==> src/rtl/crypto_pkg.sv <==
// Shared types and defaults for the byte-stream XOR cipher: FSM encoding,
// byte width and the default LFSR feedback / zero-key substitution values.
package crypto_pkg;
    localparam int BYTE_W = 8;
    localparam logic [BYTE_W-1:0] LFSR_TAPS_DEF = 8'hB8;
    localparam logic [BYTE_W-1:0] ZERO_SUB_DEF  = 8'h01;

    typedef enum logic [1:0] {
        NOKEY = 2'd0,
        IDLE  = 2'd1,
        HOLD  = 2'd2
    } state_t;
endpackage

==> src/rtl/bitwise_xor.sv <==
// Combinational W-bit bitwise XOR core.
module bitwise_xor #(
    parameter int W = 8
) (
    input  logic [W-1:0] a,
    input  logic [W-1:0] b,
    output logic [W-1:0] y
);
    assign y = a ^ b;
endmodule

==> src/rtl/xor_keystream_lfsr.sv <==
// 8-bit Galois LFSR keystream: seed load has priority over advance, and a
// zero seed is replaced so the register can never lock up at all-zeros.
module xor_keystream_lfsr
    import crypto_pkg::*;
#(
    parameter logic [BYTE_W-1:0] LFSR_TAPS = LFSR_TAPS_DEF,
    parameter logic [BYTE_W-1:0] ZERO_SUB  = ZERO_SUB_DEF
) (
    input  logic              clk,
    input  logic              rst_n,
    input  logic              load,
    input  logic [BYTE_W-1:0] seed,
    input  logic              advance,
    output logic [BYTE_W-1:0] ks
);
    logic [BYTE_W-1:0] ks_step;

    assign ks_step = {1'b0, ks[BYTE_W-1:1]} ^ (ks[0] ? LFSR_TAPS : '0);

    always_ff @(posedge clk or negedge rst_n) begin
        if (!rst_n) begin
            ks <= '0;
        end else if (load) begin
            ks <= (seed == '0) ? ZERO_SUB : seed;
        end else if (advance) begin
            ks <= ks_step;
        end
    end
endmodule

==> src/rtl/xor_cipher_ctrl.sv <==
// Byte-stream cipher controller: valid/ready in, registered valid/ready out,
// each accepted byte XORed with the current LFSR keystream byte.
module xor_cipher_ctrl
    import crypto_pkg::*;
#(
    parameter logic [BYTE_W-1:0] LFSR_TAPS = LFSR_TAPS_DEF,
    parameter logic [BYTE_W-1:0] ZERO_SUB  = ZERO_SUB_DEF,
    parameter int                CNT_W     = 16
) (
    input  logic              clk,
    input  logic              rst_n,
    input  logic              key_load,
    input  logic [BYTE_W-1:0] key_in,
    input  logic              in_valid,
    output logic              in_ready,
    input  logic [BYTE_W-1:0] in_data,
    output logic              out_valid,
    input  logic              out_ready,
    output logic [BYTE_W-1:0] out_data,
    output logic              key_ok,
    output logic [CNT_W-1:0]  byte_cnt
);
    state_t            state, state_nxt;
    logic              accept;
    logic [BYTE_W-1:0] ks;
    logic [BYTE_W-1:0] xor_y;

    assign out_valid = (state == HOLD);
    // key_load blocks acceptance so a reload never consumes a byte with the old key
    assign in_ready  = key_ok & ~key_load & (~out_valid | out_ready);
    assign accept    = in_valid & in_ready;

    xor_keystream_lfsr #(
        .LFSR_TAPS (LFSR_TAPS),
        .ZERO_SUB  (ZERO_SUB)
    ) u_lfsr (
        .clk     (clk),
        .rst_n   (rst_n),
        .load    (key_load),
        .seed    (key_in),
        .advance (accept),
        .ks      (ks)
    );

    bitwise_xor #(
        .W (BYTE_W)
    ) u_xor (
        .a (in_data),
        .b (ks),
        .y (xor_y)
    );

    always_ff @(posedge clk or negedge rst_n) begin
        if (!rst_n) begin
            state <= NOKEY;
        end else begin
            state <= state_nxt;
        end
    end

    always_comb begin
        state_nxt = state;
        if (key_load) begin
            state_nxt = IDLE;
        end else begin
            case (state)
                NOKEY:   state_nxt = NOKEY;
                IDLE:    if (accept) state_nxt = HOLD;
                HOLD:    if (out_ready && !accept) state_nxt = IDLE;
                default: state_nxt = NOKEY;
            endcase
        end
    end

    always_ff @(posedge clk or negedge rst_n) begin
        if (!rst_n) begin
            out_data <= '0;
            byte_cnt <= '0;
            key_ok   <= 1'b0;
        end else if (key_load) begin
            byte_cnt <= '0;
            key_ok   <= 1'b1;
        end else if (accept) begin
            out_data <= xor_y;
            byte_cnt <= byte_cnt + CNT_W'(1);
        end
    end
endmodule

==> config.mk <==
export PLATFORM = sky130hd
export DESIGN_NAME = xor_cipher_ctrl
export DESIGN_NICKNAME = d
export VERILOG_FILES = /design/src/rtl/crypto_pkg.sv /design/src/rtl/bitwise_xor.sv /design/src/rtl/xor_keystream_lfsr.sv /design/src/rtl/xor_cipher_ctrl.sv
export SDC_FILE = /design/constraint.sdc
export NUM_CORES = 1
export LEC_CHECK = 0
export ABC_AREA = 1
export CAP_MARGIN = 10
export CORE_ASPECT_RATIO = 2
export CORE_MARGIN = 1.5
export CORE_UTILIZATION = 48
export CTS_CLUSTER_DIAMETER = 60
export DETAILED_ROUTE_END_ITERATION = 8
export PLACE_DENSITY = 0.78
export SETUP_SLACK_MARGIN = 0.4
export SYNTH_ARGS = -nofsm -noshare
export SYNTH_HDL_FRONTEND = slang
export SYNTH_SLANG_ARGS = --single-unit
==> constraint.sdc <==
create_clock -name clk -period 1.8 [get_ports clk]
set_input_delay 0.45 -clock clk [delete_from_list [all_inputs] [get_ports clk]]
set_output_delay 0.45 -clock clk [all_outputs]
set_load 0.02 [all_outputs]
==> flow_summary_export.csv <==
group,metric,value,unit
grt,grt_start_max_net_pins,36,
clock_network,clkLatencyLatePin,0.29,ns
timing,achievable-frequency,650.6,MHz
detailed_routing,routed_wire_length_per_instance,14.00,microns
critical_path,crit_path_max_fanout,2,
die,initial_utilization,50.56,%
die,design.portCount,48,
logic_synthesis,synth_enable_flop_cells,0,
die,rows,31,
logic_synthesis,synth_top_flop_cell,"dfrtp_1",
timing,hold_slack,0.4821,ns
flow_run,number_of_max_cap_violations,0,
critical_path,worstRegToRegCells,7,
clock_network,cts_tree,"yes",
clock_network,numCtsBuffers,5,
timing,timing.final.setup_violations,0,
logic_synthesis,synth.ff_latch_count,35,
critical_path,endpoint_required_time_on_the_critical_path,1.35,ns
timing,finalCritPeriodShare,85.39,%
critical_path,arrival,1.09,ns
logic_synthesis,yosysUniqueCellTypes,26,
layout,layout.cells.most_common_list,"nand2_1 (71), dfrtp_1 (33), nor2_1 (23), buf_2 (23), buf_4 (19)",
critical_path,r2r_setup_slack,0.46,ns
die,floorplan.die_area,4286,sq um
grt,groute.usage.overall,26.17,%
detailed_routing,num_vias,1877,
clock_network,cts_max_path_buffers,2,
grt,grt_ovf,0,
grt,antenna_found_initial,0,
layout,finish.net_count,334,
timing,relSlewSlack,80.23,%
die,core,3685,sq um
detailed_routing,vias_per_inst,5.185,
placement,place.gp.congestion,0.8658,
timing,totalNegativeSetupSlack,0,ns
clock_network,ctsHtreeMaxLevel,2,
logic_synthesis,syn_area,1863,sq um
hold_path,whs_path_depth,2,
logic_synthesis,dominant_cells_by_area_after_synthesis,"dfrtp_1 (47%), nand2_1 (15%), nor2_1 (5.8%)",
placement,place.port_buffers,47,
clock_network,cts_sinks,35,
clock_network,clock_pin_slew_on_the_worst_setup_and_hold_paths,0.07,ns
layout,antenna_diodes,0,
layout,layout.cells.most_common,"nand2_1",
layout,final_area,2656,sq um
timing,skew,0.009909,ns
logic_synthesis,synth_sequential_area_ratio,47.01,%
critical_path,r2r_end,"byte_cnt[13]",
placement,placement.cell_area,2479,sq um
status,outcome,"finished clean",
hold_path,hold-path-endpoint,"out_data[1]",
detailed_routing,drc,0,
hold_path,hp-start,"out_data[1]",
critical_path,sort_of_element_at_the_end_of_the_critical_path,"primary output",
logic_synthesis,yosysWarnings,0,
power_and_ir_drop,power.density,835.3,nW/um^2
detailed_routing,dr.first_iter.drc_count,41,
power_and_ir_drop,vdd_ir_drop_max,0.7339,mV
critical_path,setup.worst_path.start_class,"input pin",
detailed_routing,drtPass1Iterations,4,
timing,post-route-min-period,1.537,ns
logic_synthesis,synth.net_count,262,
grt,grt_pass1_wl,8100,microns
timing,hold_violations,0,
logic_synthesis,synthesis.area_per_instance,7.763,sq um
die,dieHeight,91.11,microns
timing,final_max_slew_viols,0,
layout,area.growth.synth_to_final,42.58,%
grt,grt_pass1_vias,1829,
clock_network,clockRootBuffer,"clkbuf_8",
logic_synthesis,postSynth.asyncResetShare,100.0,%
detailed_routing,detail_route.wirelength,5069,microns
logic_synthesis,netlist_instances,240,
logic_synthesis,cell_taking_the_most_area_after_synthesis,"dfrtp_1",
detailed_routing,postRouteAntennaNets,0,
layout,stdcell_count,362,
die,die_width,47.05,microns
layout,drive_gt1_share,28.75,%
critical_path,setup.worst_path.class,"input pin to primary output",
clock_network,cts_hold_buf,0,
critical_path,r2r_start,"byte_cnt[1]",
hold_path,worst_min_delay_path_category,"flip-flop to flip-flop",
power_and_ir_drop,power.static_leakage,1.270,nW
logic_synthesis,synth_top_area_share,47.01,%
timing,setup_repair_after_global_routing_missed_its_margin,"yes",
timing,tightestPinTransition,0.2965,ns
placement,placedCellCount,344,
placement,dp_hpwl,3412,microns
[registers in the layout, indices dropped and copies added, names as in the netlist]
name,flops
byte_cnt,16
out_data,8
u_lfsr.ks,8
state,2
key_ok,1
[how the worst max path moves through the flow]
stage / end / start / slack, ns / depth (start not counted)
after floorplan: byte_cnt[8] / byte_cnt[1] / 0.41 / 8
after global placement: in_ready / out_ready / -0.39 / 6
final: in_ready / out_ready / 0.26 / 6
after CTS: in_ready / out_ready / 0.28 / 6
after detailed placement: in_ready / out_ready / -0.42 / 6
after global routing: in_ready / out_ready / 0.22 / 6
[logic make-up after synthesis]
kind of cell    count (synthesis)  synth area share [%]
compound gates                 31                 9.134
buf+inv                        28                 6.514
fa+ha+maj                       1                0.6715
xor+xnor                       11                 5.172
flops                          35                 47.01
simple gates                  134                 31.50
[cell usage after synthesis (2+ instances only)]
| master | number |
|---|---|
| a21oi_1 | 10 |
| a22oi_1 | 4 |
| buf_6 | 2 |
| clkbuf_1 | 4 |
| dfrtp_1 | 35 |
| inv_1 | 18 |
| inv_2 | 2 |
| nand2_1 | 73 |
| nand3_1 | 11 |
| nand4_1 | 8 |
| nor2_1 | 29 |
| nor2_2 | 4 |
| nor3_1 | 3 |
| nor3b_2 | 2 |
| o21ai_0 | 15 |
| xnor2_1 | 9 |
| xor2_1 | 2 |
[layout make-up]
class,instances,area (sq um)
clock buffer,6,82.58
clock inverter,2,35.03
fill,299,1028
inverter,21,83.83
multi-input combinational,177,940.9
sequential,35,878.3
tap,49,61.31
timing repair buffer,72,574.3
[where the power goes]
part	internal [W]	switching [W]
clock	0.000448	0.000287
combinational	0.000228	0.000283
sequential	0.000876	0.0000971
[critical path, cell delays in order]
cell	delay (ns)
dlygate4sd2_1	0.26
inv_1	0.07
nand3_2	0.08
nand2_2	0.08
inv_2	0.03
buf_6	0.12
[what timing repair did]
action                                  CTS  global route
endpoints found under the hold margin     0             0
gates cloned                              0             0
pin swaps                                 1             7
gates resized for setup                 102            45
endpoints found under the setup margin   61            41
setup buffers                             8             2
[per-stage QoR]
stage                     util (%)  setup WS [ns]  power [W]
final                        72.09         0.2630   0.002219
after global routing         72.09         0.2222   0.002325
after CTS                    70.66         0.2809   0.002188
after detailed placement     67.27        -0.4192   0.001480
after global placement       67.27        -0.3856   0.001470
after floorplan                  -         0.4088   0.001221
[layer usage]
metal  wire [microns]  vias to the layer above  track usage, %
met3              132                        7           5.169
met2             3023                       50           46.58
met1             1799                      898           26.68
met5                0                        -               0
met4              113                        0           12.27
li1                 -                      922               -
Note: power is estimated with default switching activity, not from simulation.
